$ cat src/rtl/layer35_train_ctrl.sv
// layer35_train_ctrl: sequences one labelled sample through a 35-neuron layer.
// It accepts a sample, issues a forward strobe and waits SETTLE cycles. It then
// scans the 35 outputs for the argmax. In training mode with a valid label it
// issues a learn strobe against a one-hot target. Last, it reports the result
// and updates the saturating accuracy counters.
//
// Ports:
//   clock, reset          rising-edge clock, synchronous active-high reset
//   s_valid/s_ready       sample handshake; s_in, s_label, s_train sample payload
//   layer_valid/learn     strobe and learn qualifier to the layer
//   layer_in              registered sample (N elements of DW bits)
//   layer_out             layer outputs (35 elements of DW bits)
//   expected_out          one-hot target (element[label] all-ones)
//   r_valid               one-cycle result pulse
//   r_pred/r_correct/r_bad_label  held result of the last report
//   stat_clear            zero both counters (wins over a same-cycle increment)
//   stat_total/stat_correct  saturating sample / correct-prediction counters
module layer35_train_ctrl #(
  parameter int unsigned N      = 16,
  parameter int unsigned SETTLE = 2,
  parameter int unsigned CNT_W  = 16,
  parameter int unsigned DW     = 8
) (
  input  logic                clock,
  input  logic                reset,
  input  logic                s_valid,
  output logic                s_ready,
  input  logic [N*DW-1:0]     s_in,
  input  logic [5:0]          s_label,
  input  logic                s_train,
  output logic                layer_valid,
  output logic                layer_learn,
  output logic [N*DW-1:0]     layer_in,
  input  logic [35*DW-1:0]    layer_out,
  output logic [35*DW-1:0]    expected_out,
  output logic                r_valid,
  output logic [5:0]          r_pred,
  output logic                r_correct,
  output logic                r_bad_label,
  input  logic                stat_clear,
  output logic [CNT_W-1:0]    stat_total,
  output logic [CNT_W-1:0]    stat_correct
);

  localparam int unsigned NCLS     = 35;
  localparam int unsigned LAST_IDX = NCLS - 1;
  localparam int unsigned CW       = 4;

  typedef enum logic [2:0] {
    ST_IDLE,
    ST_FWD,
    ST_WAIT,
    ST_SCAN,
    ST_LEARN,
    ST_REPORT
  } state_t;

  state_t          state, state_nxt;
  logic [CW-1:0]   wait_cnt, wait_nxt;
  logic [5:0]      scan_idx, idx_nxt;
  logic [DW-1:0]   best_val, best_val_nxt;
  logic [5:0]      best_idx, best_idx_nxt;
  logic [5:0]      lbl;
  logic            trn;
  logic            lbl_ok;
  logic            accept;
  logic [DW-1:0]   scan_val;
  logic [DW-1:0]   out_arr [NCLS];
  logic [35*DW-1:0] exp_build;

  assign accept = s_valid && s_ready;

  // Unpack layer outputs so the scan can index one element per cycle.
  always_comb begin
    for (int k = 0; k < int'(NCLS); k++) begin
      out_arr[k] = layer_out[k*DW +: DW];
    end
  end

  assign scan_val = out_arr[scan_idx];

  // One-hot target for the incoming label; an out-of-range label matches nothing.
  always_comb begin
    exp_build = '0;
    for (int k = 0; k < int'(NCLS); k++) begin
      if (s_label == 6'(k)) begin
        exp_build[k*DW +: DW] = {DW{1'b1}};
      end
    end
  end

  // Next-state and datapath-next logic.
  always_comb begin
    state_nxt    = state;
    wait_nxt     = wait_cnt;
    idx_nxt      = scan_idx;
    best_val_nxt = best_val;
    best_idx_nxt = best_idx;
    case (state)
      ST_IDLE: begin
        if (accept) state_nxt = ST_FWD;
      end
      ST_FWD: begin
        state_nxt = ST_WAIT;
        wait_nxt  = CW'(SETTLE - 1);
      end
      ST_WAIT: begin
        if (wait_cnt == '0) begin
          state_nxt = ST_SCAN;
          idx_nxt   = '0;
        end else begin
          wait_nxt = wait_cnt - CW'(1);
        end
      end
      ST_SCAN: begin
        // Strictly-greater replacement keeps the lowest index on ties.
        if (scan_idx == '0 || scan_val > best_val) begin
          best_val_nxt = scan_val;
          best_idx_nxt = scan_idx;
        end
        if (scan_idx == 6'(LAST_IDX)) begin
          state_nxt = (trn && lbl_ok) ? ST_LEARN : ST_REPORT;
        end else begin
          idx_nxt = scan_idx + 6'd1;
        end
      end
      ST_LEARN:  state_nxt = ST_REPORT;
      ST_REPORT: state_nxt = ST_IDLE;
      default:   state_nxt = ST_IDLE;
    endcase
  end

  // State, datapath and registered outputs.
  always_ff @(posedge clock) begin
    if (reset) begin
      state        <= ST_IDLE;
      wait_cnt     <= '0;
      scan_idx     <= '0;
      best_val     <= '0;
      best_idx     <= '0;
      lbl          <= '0;
      trn          <= 1'b0;
      lbl_ok       <= 1'b0;
      s_ready      <= 1'b0;
      layer_valid  <= 1'b0;
      layer_learn  <= 1'b0;
      layer_in     <= '0;
      expected_out <= '0;
      r_valid      <= 1'b0;
      r_pred       <= '0;
      r_correct    <= 1'b0;
      r_bad_label  <= 1'b0;
      stat_total   <= '0;
      stat_correct <= '0;
    end else begin
      state       <= state_nxt;
      wait_cnt    <= wait_nxt;
      scan_idx    <= idx_nxt;
      best_val    <= best_val_nxt;
      best_idx    <= best_idx_nxt;
      s_ready     <= (state_nxt == ST_IDLE);
      layer_valid <= (state_nxt == ST_FWD) || (state_nxt == ST_LEARN);
      layer_learn <= (state_nxt == ST_LEARN);
      r_valid     <= (state_nxt == ST_REPORT);

      if (accept) begin
        layer_in     <= s_in;
        lbl          <= s_label;
        trn          <= s_train;
        lbl_ok       <= (s_label < 6'(NCLS));
        expected_out <= exp_build;
      end

      // Result registers load as REPORT is entered so they are valid with r_valid.
      if (state_nxt == ST_REPORT) begin
        r_pred      <= best_idx_nxt;
        r_correct   <= lbl_ok && (best_idx_nxt == lbl);
        r_bad_label <= !lbl_ok;
      end

      // Counters advance at the end of REPORT; a concurrent clear wins.
      if (stat_clear) begin
        stat_total   <= '0;
        stat_correct <= '0;
      end else if (state == ST_REPORT) begin
        if (stat_total != '1) stat_total <= stat_total + CNT_W'(1);
        if (r_correct && stat_correct != '1) stat_correct <= stat_correct + CNT_W'(1);
      end
    end
  end

endmodule

$ cat config.mk
export PLATFORM = sky130hd
export DESIGN_NAME = layer35_train_ctrl
export DESIGN_NICKNAME = d
export VERILOG_FILES = /design/src/rtl/layer35_train_ctrl.sv
export SDC_FILE = /design/constraint.sdc
export NUM_CORES = 1
export LEC_CHECK = 0
export ABC_AREA = 0
export CORE_AREA = 2 2 335 337
export DETAILED_ROUTE_END_ITERATION = 10
export DIE_AREA = 0 0 337 339
export GPL_ROUTABILITY_DRIVEN = 0
export PLACE_DENSITY = 0.33
export RECOVER_POWER = 100
export REMOVE_ABC_BUFFERS = 1
export SLEW_MARGIN = 20
export SYNTH_ARGS = -nofsm -noshare
export SYNTH_HDL_FRONTEND = slang
export SYNTH_SLANG_ARGS = --single-unit
$ cat constraint.sdc
create_clock -name clock -period 8.5 [get_ports clock]
set_clock_uncertainty 0.2 [all_clocks]
set_input_delay 0.85 -clock clock [delete_from_list [all_inputs] [get_ports clock]]
set_output_delay 0.85 -clock clock [all_outputs]
set_load 0.005 [all_outputs]
# Word-level counts from Yosys, hierarchy flattened
# Index checks and enable logic that the tools add are counted.
[totals] ff_bits=487 in_bits=419 out_inout_bits=452
[op_classes] addsub=4 n_lt_le_gt_ge=3 n_eq_ne=49 muxes=50 bitwise=1 n_reduce_logical=20
[op_table] cell="two-way mux 8 bit" n=37
[op_table] cell="equality test 6 x 5 -> 1 bit (second input constant)" n=16
[op_table] cell="binary-select mux 8 bit (select 6 bit)" n=1
[op_table] cell="equality test 6 x 4 -> 1 bit (second input constant)" n=8
[op_table] cell="adder 16 x 1 -> 16 bit (second input constant)" n=2
[op_table] cell="inequality test 16 bit (second input constant)" n=2
[op_table] cell="equality test 6 x 3 -> 1 bit (second input constant)" n=4
[op_table] cell="equality test 6 bit (second input constant)" n=4
[op_table] cell="two-way mux 6 bit" n=4
[op_table] cell="case mux 3 bit (5 select lines)" n=1
[op_table] cell="equality test 3 bit (second input constant)" n=4
[op_table] cell="equality test 6 x 2 -> 1 bit (second input constant)" n=2
[op_table] cell="zero test 6 bit" n=2
[op_table] cell="case mux 6 bit (2 select lines)" n=1
[op_table] cell="two-way mux 3 bit" n=3
[op_table] cell="> comparator 8 bit" n=1
[op_table] cell="case mux 4 bit (2 select lines)" n=1
[op_table] cell="AND reduction 2 bit" n=4
[op_table] cell=">= comparator 7 bit (second input constant)" n=1
[op_table] cell="inverter 6 -> 7 bit" n=1
[op_table] cell="adder 6 x 1 -> 6 bit (second input constant)" n=1
[op_table] cell="equality test 3 x 1 -> 1 bit (second input constant)" n=2
[op_table] cell="equality test 3 x 2 -> 1 bit (second input constant)" n=2
[op_table] cell="equality test 6 x 1 -> 1 bit (second input constant)" n=1
[op_table] cell="other kinds (14)" n=22

# Longest topological paths before layout
[depth] depth_word=10 mapped_depth=17 depth_no_buf=14

# Worst setup path after synthesis
# OpenSTA, ideal clock, no wires.
[synth_timing] kind="input to register" from="in layer_out[121]" to="reg r_correct" arrival_time_ns=3.720 required_ns=8.241 slack_ns=4.521 cell_stages=12 path_buffers=0 path_cell_list="mux4_2 -> mux4_2 -> mux2i_1 -> o21ai_1 -> ha_1 -> nor2b_1 -> o211ai_1 -> a21o_1 -> a221o_1 -> mux2i_1 -> a2111oi_0 -> a31o_1"
[synth_between] elab_chain_len=9
[synth_rtl] item="from (decl)" line="34" rtl="input logic [35*DW-1:0] layer_out,"
[synth_rtl] item="binary-select mux 8 bit (select 6 bit)" line="80" rtl="assign scan_val = out_arr[scan_idx];"
[synth_rtl] item="two-way mux 8 bit (implied by the code) (2 in a row)" line="80"
[synth_rtl] item="via scan_val[1]" line="67" rtl="logic [DW-1:0] scan_val;"
[synth_rtl] item="> comparator 8 bit" line="117" rtl="if (scan_idx == '0 || scan_val > best_val) begin"
[synth_rtl] item="logical OR 1 bit" line="117"
[synth_rtl] item="two-way mux 6 bit" line="117"
[synth_rtl] item="two-way mux 6 bit" line="99" rtl="case (state)"
[synth_rtl] item="equality test 6 bit" line="177" rtl="r_correct <= lbl_ok && (best_idx_nxt == lbl);"
[synth_rtl] item="logical AND 1 bit" line="177"
[synth_rtl] item="to (signal assigned)" line="177"
[synth_rtl] item="to (decl)" line="38" rtl="output logic r_correct,"
# The timed path passes the listed nets, and every way through them passes these cells. The select of a mux whose other input is x is not followed.
# A chain may end at the register's enable or synchronous reset.

# Final worst setup path
[layout_timing] from="in s_valid" to="reg expected_out[199]"
[layout_between] elab_chain_len=1
[layout_rtl] item="from (decl)" line="26" rtl="input logic s_valid,"
[layout_rtl] item="logical AND 1 bit" line="71" rtl="assign accept = s_valid && s_ready;"
[layout_rtl] item="to (signal assigned)" line="171" rtl="expected_out <= exp_build;"
[layout_rtl] item="to (decl)" line="35" rtl="output logic [35*DW-1:0] expected_out,"
# No other way between the ends.

==> metrics.yaml <==
clocking:
  path_clk_slew_ns: 0.06
  postCtsHoldBufs: 0
  cts_buffer_depth: 3
  htreeDepth: 2
  cts_resized: 0
  insertion_delay_ns: 0.56
  cts-root-buf: "clkbuf_16"
  cts_sinks: 242
  cts_buffers: 36
  cts_setup_buffers: 0
  cts_tree: "yes"
place:
  port_buffers: 870
  hpwl_um: 53600
power_and_ir_drop:
  vdd.ir_drop.worst_uv: 108
  leakage_nw: 9.01
  p_total_mw: 3.42
  p_per_area_nw_per_um2: 149
floorplanning:
  start_util_pct: 12.0
  rows: 122
  dieArea_um2: 114000
  die_w_um: 337
  die_h_um: 339
  core-area_um2: 110000
  io_pins: 871
critical_path:
  path_cells: "dlygate4sd3_1 > nand2_1 > clkbuf_1 > a22oi_1 > nor2_1"
  start_kind: "primary input"
  crit_path_top_delay_cell: "clkbuf_1"
  cp.buffers_inverters: 2
  crit_cells: 5
  r2r_start: "s_ready"
  worstReg2RegEnd: "expected_out[199]"
  r2r_setup_slack_ns: 2.35
  cpPeakStageDelay_ns: 3.12
  cp-end-kind: "flip-flop"
  crit_family: "buffers and inverters"
  worst-r2r-cell-count: 4
  crit_type: "primary input to flip-flop"
  worst_ep_arrival_time_ns: 6.88
  required_ns: 8.75
  crit_fanout: 89
synthesis:
  async_reset_ff_share_pct: 0
  synth_edf_count: 0
  ys_ff_latch: 242
  syn_area_per_cell_um2: 8.82
  ys_types: 55
  ys.flop_type: "dfxtp_1"
  yosysWarningCount: 0
  ys_seq_area_share_pct: 36.4
  syn_inst: 1507
  syn_area_um2: 13300
sta:
  fin_crit_sh_pct: 78.0
  relSlewSlack_pct: -189
  worst-slew-pin-transition_ns: 4.34
  finalCriticalPeriod_ns: 6.63
  max_freq_ghz: 0.151
  hold_viol: 0
  slew_viol_final: 447
  tns_ns: 0
  rsz0062_at_grt: "false"
  setup_violations: 0
global_route:
  grt_pass1_vias: 13400
  antenna_found_initial: 12
  gr-total-overflow: 0
  grt_start_max_net_pins: 90
  grt_pass1_wl_um: 94200
  grt_use_total_pct: 11.2
layout:
  syn2layout_area_growth_pct: 72.3
  drive_gt1_share_pct: 7.11
  nets: 2521
  n_fill_cell: 12100
detailed_routing:
  via_per_inst: 3.54
  num_vias: 12800
  drt_drc_violations_left: 0
  ant_nets: 0
  drt-initial-drc-count: 534
  wire_per_inst_um: 18.5
  drt-total-wl_um: 66800
  dr.pass1.iters: 5
min_path:
  worstHoldEndpoint: "layer_in[41]"
  min_from: "layer_in[41]"
  hold_depth: 2
  hold_class: "flip-flop to flip-flop"
outcome:
  status: "complete, but fails checks"
  violations: "capacitance limit, slew limit"
run:
  timing.max_cap.violations: 8
==> cell usage after synthesis (all sizes together) (11+ instances only) <==
| cell type | instances | area (um^2) |
|---|---|---|
| a21oi | 154 | 774 |
| dfxtp | 242 | 4840 |
| nand4 | 11 | 68.8 |
| a22oi | 35 | 263 |
| clkbuf | 69 | 263 |
| buf | 271 | 1990 |
| o21ai | 19 | 95.1 |
| ha | 15 | 188 |
| nand3 | 19 | 95.1 |
| xnor2 | 14 | 123 |
| and2 | 12 | 75.1 |
| xor2 | 26 | 228 |
| mux4 | 80 | 1800 |
| nand2 | 306 | 1150 |
| mux2i | 22 | 220 |
| and3 | 11 | 68.8 |
| inv | 19 | 71.3 |
| nor2 | 108 | 405 |
==> where the power goes <==
part           leakage [nW]  internal [mW]  switching (mW)
Combinational          6.45          0.335           0.278
Sequential             1.96           1.20          0.0370
Clock                 0.591          0.979           0.594
==> registers in the layout, indices dropped and copies added, names as in the netlist, 3 cells and up <==
signal	cells
layer_in	128
expected_out	35
stat_correct	16
stat_total	16
best_val	8
best_idx	6
lbl	6
r_pred	6
scan_idx	6
wait_cnt	4
state	3
==> through the flow <==
step | instances | util (%) | hold slack [ns] | cell area [um^2] | setup WS (ns)
finish | 3604 | 20.8 | 0.249 | 22900 | 1.87
global route | 3600 | 20.7 | 0.263 | 22900 | 1.21
CTS | 3597 | 20.8 | 0.254 | 22900 | 2.75
detailed placement | 3537 | 19.7 | 0.246 | 21700 | 2.76
global placement | 3537 | 19.7 | 0.241 | 21700 | 2.75
floorplan | 1167 | - | 0.231 | 11000 | 1.88
==> worst max path at each step <==
stage | slack (ns) | endpoint | startpoint
after floorplan | 1.88 | r_correct | scan_idx[0]
after global placement | 2.75 | r_correct | scan_idx[0]
after detailed placement | 2.76 | r_correct | scan_idx[0]
after CTS | 2.75 | r_correct | scan_idx[0]
after global routing | 1.21 | expected_out[63] | s_valid
final | 1.87 | expected_out[199] | s_valid
==> tightest hold or removal path: stages (launching register included) <==
cell and delay, ns:
dfxtp_1 0.30, nand2_1 0.05, a21oi_1 0.05
==> kinds of logic after synthesis <==
kind of cell | after synthesis | share of synthesized area [%]
buf+inv | 359 | 17.5
xor+xnor | 40 | 2.64
simple gates | 505 | 16.0
compound gates | 244 | 10.8
flops | 242 | 36.4
mux | 102 | 15.2
fa+ha+maj | 15 | 1.41
==> cell usage in the layout (no fill, tap or decap), types with 4 or more instances in the layout <==
cell and n:
and2_1 6, nor3_1 9, nor2_1 108, nor4_1 5
dfxtp_1 239, mux4_2 80, bufinv_16 5, nor3b_1 6
o21a_1 8, nand2_1 306, clkbuf_16 36, dlygate4sd3_1 453
o21ai_1 7, nand3_1 19, and3_1 11, clkdlybuf4s50_1 416
diode_2 7, and2_0 6, nor2b_1 5, a211oi_1 9
mux2i_1 22, nand4_1 11, ha_1 15, clkbuf_8 7
buf_4 6, nand2b_1 4, a22oi_1 35, inv_1 19
xor2_1 26, clkinv_2 4, clkbuf_1 10, a21oi_1 153
o21ai_0 12, xnor2_1 14
==> area by class of cell <==
cell class	count	area, um^2	share of cell area [%]
repair buffers	882	8780	38.3
diodes	7	17.5	0.0765
clock buffers	47	1000	4.38
clock inverters	13	210	0.918
well taps	1488	1860	8.13
multi-input cells	906	6110	26.7
flip-flops and latches	242	4850	21.2
inverters	19	71.3	0.311
==> per-layer routing <==
layer  vias up  track usage [%]  part of all wire, %
met5         -                0                    0
met4         0             3.75                  2.8
met3        82             3.43                  7.8
met2       563             20.7                   52
met1      6029             11.9                   38
li1       6080                -                    -
(Power assumes the default switching activity.)
